<file path="src/rtl/detector_acq_ctrl_if.sv">
// AXI4-Stream style event-word channel from the acquisition sequencer.
// A word transfers on every clock edge where tvalid and tready are both high;
// while tvalid is high and tready is low, the master holds tdata and tuser stable.
interface detector_acq_ctrl_if;
    logic [63:0] tdata;
    logic [6:0]  tuser;
    logic        tvalid;
    logic        tready;

    modport master (output tdata, output tuser, output tvalid, input tready);
    modport slave  (input tdata, input tuser, input tvalid, output tready);
endinterface

</file>
<file path="src/rtl/detector_acq_ctrl.sv">
// Detector acquisition sequencer: arm, trigger on the first masked hit, OR hits
// over a coincidence window, emit one hit-mask word, then hold off before re-arming.
module detector_acq_ctrl #(
    parameter int CNTR_WIDTH = 32,
    parameter int HOLD_WIDTH = 16
) (
    input  logic                  aclk,
    input  logic                  areset,
    input  logic [63:0]           det_data,
    input  logic                  cfg_enable,
    input  logic [63:0]           cfg_mask,
    input  logic [7:0]            cfg_window,
    input  logic [HOLD_WIDTH-1:0] cfg_holdoff,
    input  logic                  cnt_clear,
    detector_acq_ctrl_if.master   m_axis,
    output logic [2:0]            sts_state,
    output logic [CNTR_WIDTH-1:0] sts_events,
    output logic [CNTR_WIDTH-1:0] sts_drops
);

    localparam logic [2:0] S_IDLE    = 3'd0;
    localparam logic [2:0] S_ARMED   = 3'd1;
    localparam logic [2:0] S_WINDOW  = 3'd2;
    localparam logic [2:0] S_OUTPUT  = 3'd3;
    localparam logic [2:0] S_HOLDOFF = 3'd4;

    logic [2:0]            state;
    logic [63:0]           data_reg;
    logic [7:0]            win_lat;
    logic [7:0]            win_cntr;
    logic [HOLD_WIDTH-1:0] hold_lat;
    logic [HOLD_WIDTH-1:0] hold_cntr;

    logic [63:0] hits;
    logic [63:0] acc;
    logic [6:0]  acc_pop;
    logic        handshake;
    logic        hit_any;

    assign hits      = det_data & cfg_mask;
    assign hit_any   = |hits;
    assign acc       = data_reg | hits;
    assign handshake = m_axis.tvalid & m_axis.tready;
    assign sts_state = state;

    always_comb begin
        acc_pop = 7'd0;
        for (int i = 0; i < 64; i++) begin
            acc_pop = acc_pop + 7'(acc[i]);
        end
    end

    always_ff @(posedge aclk or posedge areset) begin
        if (areset) begin
            state         <= S_IDLE;
            data_reg      <= 64'd0;
            win_lat       <= 8'd0;
            win_cntr      <= 8'd0;
            hold_lat      <= '0;
            hold_cntr     <= '0;
            m_axis.tdata  <= 64'd0;
            m_axis.tuser  <= 7'd0;
            m_axis.tvalid <= 1'b0;
        end else begin
            case (state)
                S_IDLE: begin
                    if (cfg_enable) state <= S_ARMED;
                end
                S_ARMED: begin
                    if (!cfg_enable) begin
                        state <= S_IDLE;
                    end else if (hit_any) begin
                        data_reg <= hits;
                        win_lat  <= cfg_window;
                        hold_lat <= cfg_holdoff;
                        win_cntr <= 8'd0;
                        state    <= S_WINDOW;
                    end
                end
                S_WINDOW: begin
                    // The word includes this cycle's hits, so it is built from acc, not data_reg.
                    data_reg <= acc;
                    win_cntr <= win_cntr + 8'd1;
                    if (win_cntr >= win_lat) begin
                        m_axis.tdata  <= acc;
                        m_axis.tuser  <= acc_pop;
                        m_axis.tvalid <= 1'b1;
                        state         <= S_OUTPUT;
                    end
                end
                S_OUTPUT: begin
                    if (handshake) begin
                        m_axis.tvalid <= 1'b0;
                        if (hold_lat == '0) begin
                            state <= cfg_enable ? S_ARMED : S_IDLE;
                        end else begin
                            hold_cntr <= HOLD_WIDTH'(1);
                            state     <= S_HOLDOFF;
                        end
                    end
                end
                S_HOLDOFF: begin
                    if (hold_cntr >= hold_lat) begin
                        state <= cfg_enable ? S_ARMED : S_IDLE;
                    end else begin
                        hold_cntr <= hold_cntr + HOLD_WIDTH'(1);
                    end
                end
                default: state <= S_IDLE;
            endcase
        end
    end

    // Events wrap; drops saturate so a long dead period never reads as a small count.
    always_ff @(posedge aclk or posedge areset) begin
        if (areset) begin
            sts_events <= '0;
            sts_drops  <= '0;
        end else if (cnt_clear) begin
            sts_events <= '0;
            sts_drops  <= '0;
        end else begin
            if (handshake) sts_events <= sts_events + CNTR_WIDTH'(1);
            if ((state == S_OUTPUT || state == S_HOLDOFF) && hit_any && (sts_drops != '1))
                sts_drops <= sts_drops + CNTR_WIDTH'(1);
        end
    end

endmodule

</file>
<file path="src/flat_wrapper.sv">
// flat-port wrapper written by rule: the top's interface ports become plain ports
module detector_acq_ctrl_flat 
#(
    parameter int CNTR_WIDTH = 32,
    parameter int HOLD_WIDTH = 16
)
  (aclk, areset, det_data, cfg_enable, cfg_mask, cfg_window, cfg_holdoff, cnt_clear, sts_state, sts_events, sts_drops, m_axis_tdata, m_axis_tuser, m_axis_tvalid, m_axis_tready);
  detector_acq_ctrl_if m_axis_i ();
  input  logic aclk;
  input  logic areset;
  input  logic [63:0] det_data;
  input  logic cfg_enable;
  input  logic [63:0] cfg_mask;
  input  logic [7:0] cfg_window;
  input  logic [HOLD_WIDTH-1:0] cfg_holdoff;
  input  logic cnt_clear;
  output logic [2:0] sts_state;
  output logic [CNTR_WIDTH-1:0] sts_events;
  output logic [CNTR_WIDTH-1:0] sts_drops;
  output wire logic [$bits(m_axis_i.tdata)-1:0] m_axis_tdata;
  output wire logic [$bits(m_axis_i.tuser)-1:0] m_axis_tuser;
  output wire logic [$bits(m_axis_i.tvalid)-1:0] m_axis_tvalid;
  input wire logic [$bits(m_axis_i.tready)-1:0] m_axis_tready;
  assign m_axis_tdata = m_axis_i.tdata;
  assign m_axis_tuser = m_axis_i.tuser;
  assign m_axis_tvalid = m_axis_i.tvalid;
  assign m_axis_i.tready = m_axis_tready;
  detector_acq_ctrl #(.CNTR_WIDTH(CNTR_WIDTH), .HOLD_WIDTH(HOLD_WIDTH)) u_core (.aclk(aclk), .areset(areset), .det_data(det_data), .cfg_enable(cfg_enable), .cfg_mask(cfg_mask), .cfg_window(cfg_window), .cfg_holdoff(cfg_holdoff), .cnt_clear(cnt_clear), .m_axis(m_axis_i), .sts_state(sts_state), .sts_events(sts_events), .sts_drops(sts_drops));
endmodule
</file>
<file path="config.mk">
export PLATFORM = sky130hd
export DESIGN_NAME = detector_acq_ctrl_flat
export DESIGN_NICKNAME = d
export VERILOG_FILES = /design/src/rtl/detector_acq_ctrl_if.sv /design/src/rtl/detector_acq_ctrl.sv /design/src/flat_wrapper.sv
export SDC_FILE = /design/constraint.sdc
export NUM_CORES = 1
export LEC_CHECK = 0
export ABC_AREA = 1
export CAP_MARGIN = 20
export CORE_MARGIN = 1
export CORE_UTILIZATION = 38
export CTS_CLUSTER_SIZE = 16
export DETAILED_ROUTE_END_ITERATION = 7
export PLACE_DENSITY_LB_ADDON = 0.2
export SYNTH_ARGS = -nofsm -noshare
export SYNTH_HDL_FRONTEND = slang
export SYNTH_SLANG_ARGS = --single-unit
</file>
<file path="constraint.sdc">
create_clock -name aclk -period 11 [get_ports aclk]
set_input_delay 1.1 -clock aclk [delete_from_list [all_inputs] [get_ports aclk]]
set_output_delay 1.1 -clock aclk [all_outputs]
set_load 0.01 [all_outputs]
</file>
==> impl_metrics.toml <==
[run_status]
status = "complete, no violations"

[final_layout]
layout.nets = 2449
drive_above_1_share = 0.0366
n_fill_cell = 3738
num_antenna_cells = 0
area_growth_pct = 28.8
fin_util = 0.495
final_cells = 2734

[routing]
firstDrtPassIters = 5
postRouteAntennaNets = 0
routed_wl_um = 42000
post_drt_wl_per_cell_um = 15.4
vias = 12900
drc = 0
drt-vias-per-instance = 4.73
drt_iter0_markers = 638

[clock_tree]
holdBufCountCts = 0
htreeDepth = 1
cts.sinks = 251
clock_latency_ps = 580
max-clock-path-buffers = 3
cts_setup_buffers = 0
root_buffer = "clkbuf_16"
cts_inserted_buffers = 30
cts_tree = "yes"
clk_pin_slew_ps = 60
cts_resized = 0

[floorplan]
initial_core_util = 0.385
ioPinCount = 296
core_region_area_um2 = 38600
die_h_um = 200
rows = 72
die-area_um2 = 39900
die_x_um = 200

[worst_setup_path]
crit_slowest_cell = "fa_1"
path_common_cell = "fa_1"
crit_path_end_kind = "flop"
cp.required_ps = 11490
path_buf_inv = 10
cp-start-kind = "primary input"
critPathKind = "primary input to flop"
critPathArrivalTime_ps = 7870
cp_top_family = "adder cells"
cp_max_fo = 2
cpPeakStageDelay_ps = 540

[yosys]
ys_warn_count = 0
async_reset_ff_frac = 1.00
synth_seq_area_share = 0.423
synth_edf_count = 0
ys_seq_elements = 251
yosysMostFrequentCell = "nand2_1"
yosysTopAreaCell = "dfrtp_1"
syn_inst = 1921
synth_area_per_cell_um2 = 7.74
synth_area_leaders = "dfrtp_1 42%, nand2_1 16%, fa_1 7.3%, inv_1 7.0%, nor2_1 4.6%"
yosysUniqueCellTypes = 38
syn-num-nets = 2176
syn_area_um2 = 14900
ys.flop_type = "dfrtp_1"
synth_top_area_frac = 0.423
synthTopCellsByCount = "621 x nand2_1, 276 x inv_1, 251 x dfrtp_1, 183 x nor2_1, 78 x nand3_1"

[global_route]
grt_pass1_vias = 12600
gr-usage-all-layers = 0.214
antenna_found_initial = 0
grt_max_degree = 109
grt_pass1_wl_um = 66900
grt_overflow_total = 0

[placed_design]
dpl.hpwl_um = 31300
dp_cells = 2680
port_buffers = 295
gp_congestion = 0.877

[timing]
setup_violations = 0
slew_viol_final = 0
tns_ps = 0
fin_crit_ps = 7380
hold_viol = 0
rsz0062_at_grt = "no"
fin_worst_skew_ps = 25.3
clock.fmax_mhz = 135
finalCritPeriodShare = 0.671
max_slew.worst_pin.slew_ps = 969
slew_headroom = 0.354

[job]
maxCapViolations = 0

[min_path]
min_path_type = "flop to flop"
tightest hold or removal path: cells and delay by family (launching register included):
family | cells | cell delay, ps
flip-flops | 1 | 340
AND/OR/NAND/NOR | 2 | 100
path summary, 6_finish.rpt:
| check | from | end | slack (ps) | cells after the start |
|---|---|---|---|---|
| setup / recovery | det_data[0] | u_core.m_axis.tuser[6]$_DFFE_PP0P_ | 3620 | 28 |
| hold / removal | u_core.data_reg[54]$_DFFE_PP0P_ | u_core.data_reg[54]$_DFFE_PP0P_ | 480 | 2 |
| max in group asynchronous | areset | u_core.m_axis.tdata[9]$_DFFE_PP0P_ | 8380 | 3 |
| hold reg to reg | u_core.data_reg[54]$_DFFE_PP0P_ | u_core.data_reg[54]$_DFFE_PP0P_ | 480 | 2 |
| setup reg to reg | u_core.data_reg[0]$_DFFE_PP0P_ | u_core.m_axis.tuser[6]$_DFFE_PP0P_ | 4330 | 25 |
| min in group asynchronous | areset | u_core.sts_events[5]$_DFFE_PP0P_ | 1060 | 2 |
logic make-up after synthesis:
logic type,synth area share
buf+inv,0.0965
simple gates,0.281
xor+xnor,0.0247
compound gates,0.0659
fa+ha+maj,0.110
flops,0.423
cell type report:
cell class	count	area (µm²)	area share
Multi-Input combinational cell	1327	7160	0.374
Sequential cell	251	6280	0.328
Timing Repair Buffer	300	2990	0.156
Inverter	284	1070	0.0561
Clock buffer	46	871	0.0455
Tap cell	518	648	0.0338
Clock inverter	8	126	0.00660
routing by layer:
layer | vias up | global-route usage | part of all wire
met5 | - | 0 | 0
met4 | 0 | 0.0466 | 0.014
met3 | 36 | 0.0375 | 0.062
met2 | 332 | 0.359 | 0.47
met1 | 5993 | 0.289 | 0.45
li1 | 6560 | - | -
cell usage in the layout, fill, tap and decap left out, types with 2 or more instances in the layout:
cell type,synthesis,layout
clkbuf_1,21,10
nand4_1,60,60
o21ai_0,72,72
clkdlybuf4s50_1,0,295
clkinv_2,0,4
a211oi_1,2,2
nand2_2,3,3
or2_2,5,5
ha_1,44,44
a21oi_1,40,40
dfrtp_1,251,251
nand2_4,2,2
nand3_1,78,78
clkbuf_8,0,6
xnor2_1,14,14
xor2_1,28,28
nor3_1,25,25
o21bai_1,2,2
nor3b_1,3,3
inv_1,276,274
nor3_2,2,2
o21a_1,3,3
nor4_1,7,7
bufinv_16,0,3
nand2_1,621,621
inv_2,8,9
nand3b_1,4,4
nor2_2,5,5
buf_4,4,5
nor2_1,183,183
clkbuf_16,0,30
fa_1,54,54
o21ai_1,62,62
per-stage QoR:
step / setup WS, ps / hold WS, ps / cell area (µm²)
final: 3620 / 477 / 19100
after global routing: 3180 / 494 / 19100
after CTS: 3560 / 482 / 19100
after detailed placement: 2970 / 465 / 18200
after global placement: 3040 / 461 / 18200
after floorplan: 3000 / 450 / 14900
Power is not shown: default switching activity piles up to over one toggle a cycle in this logic, so the estimate is an artifact.
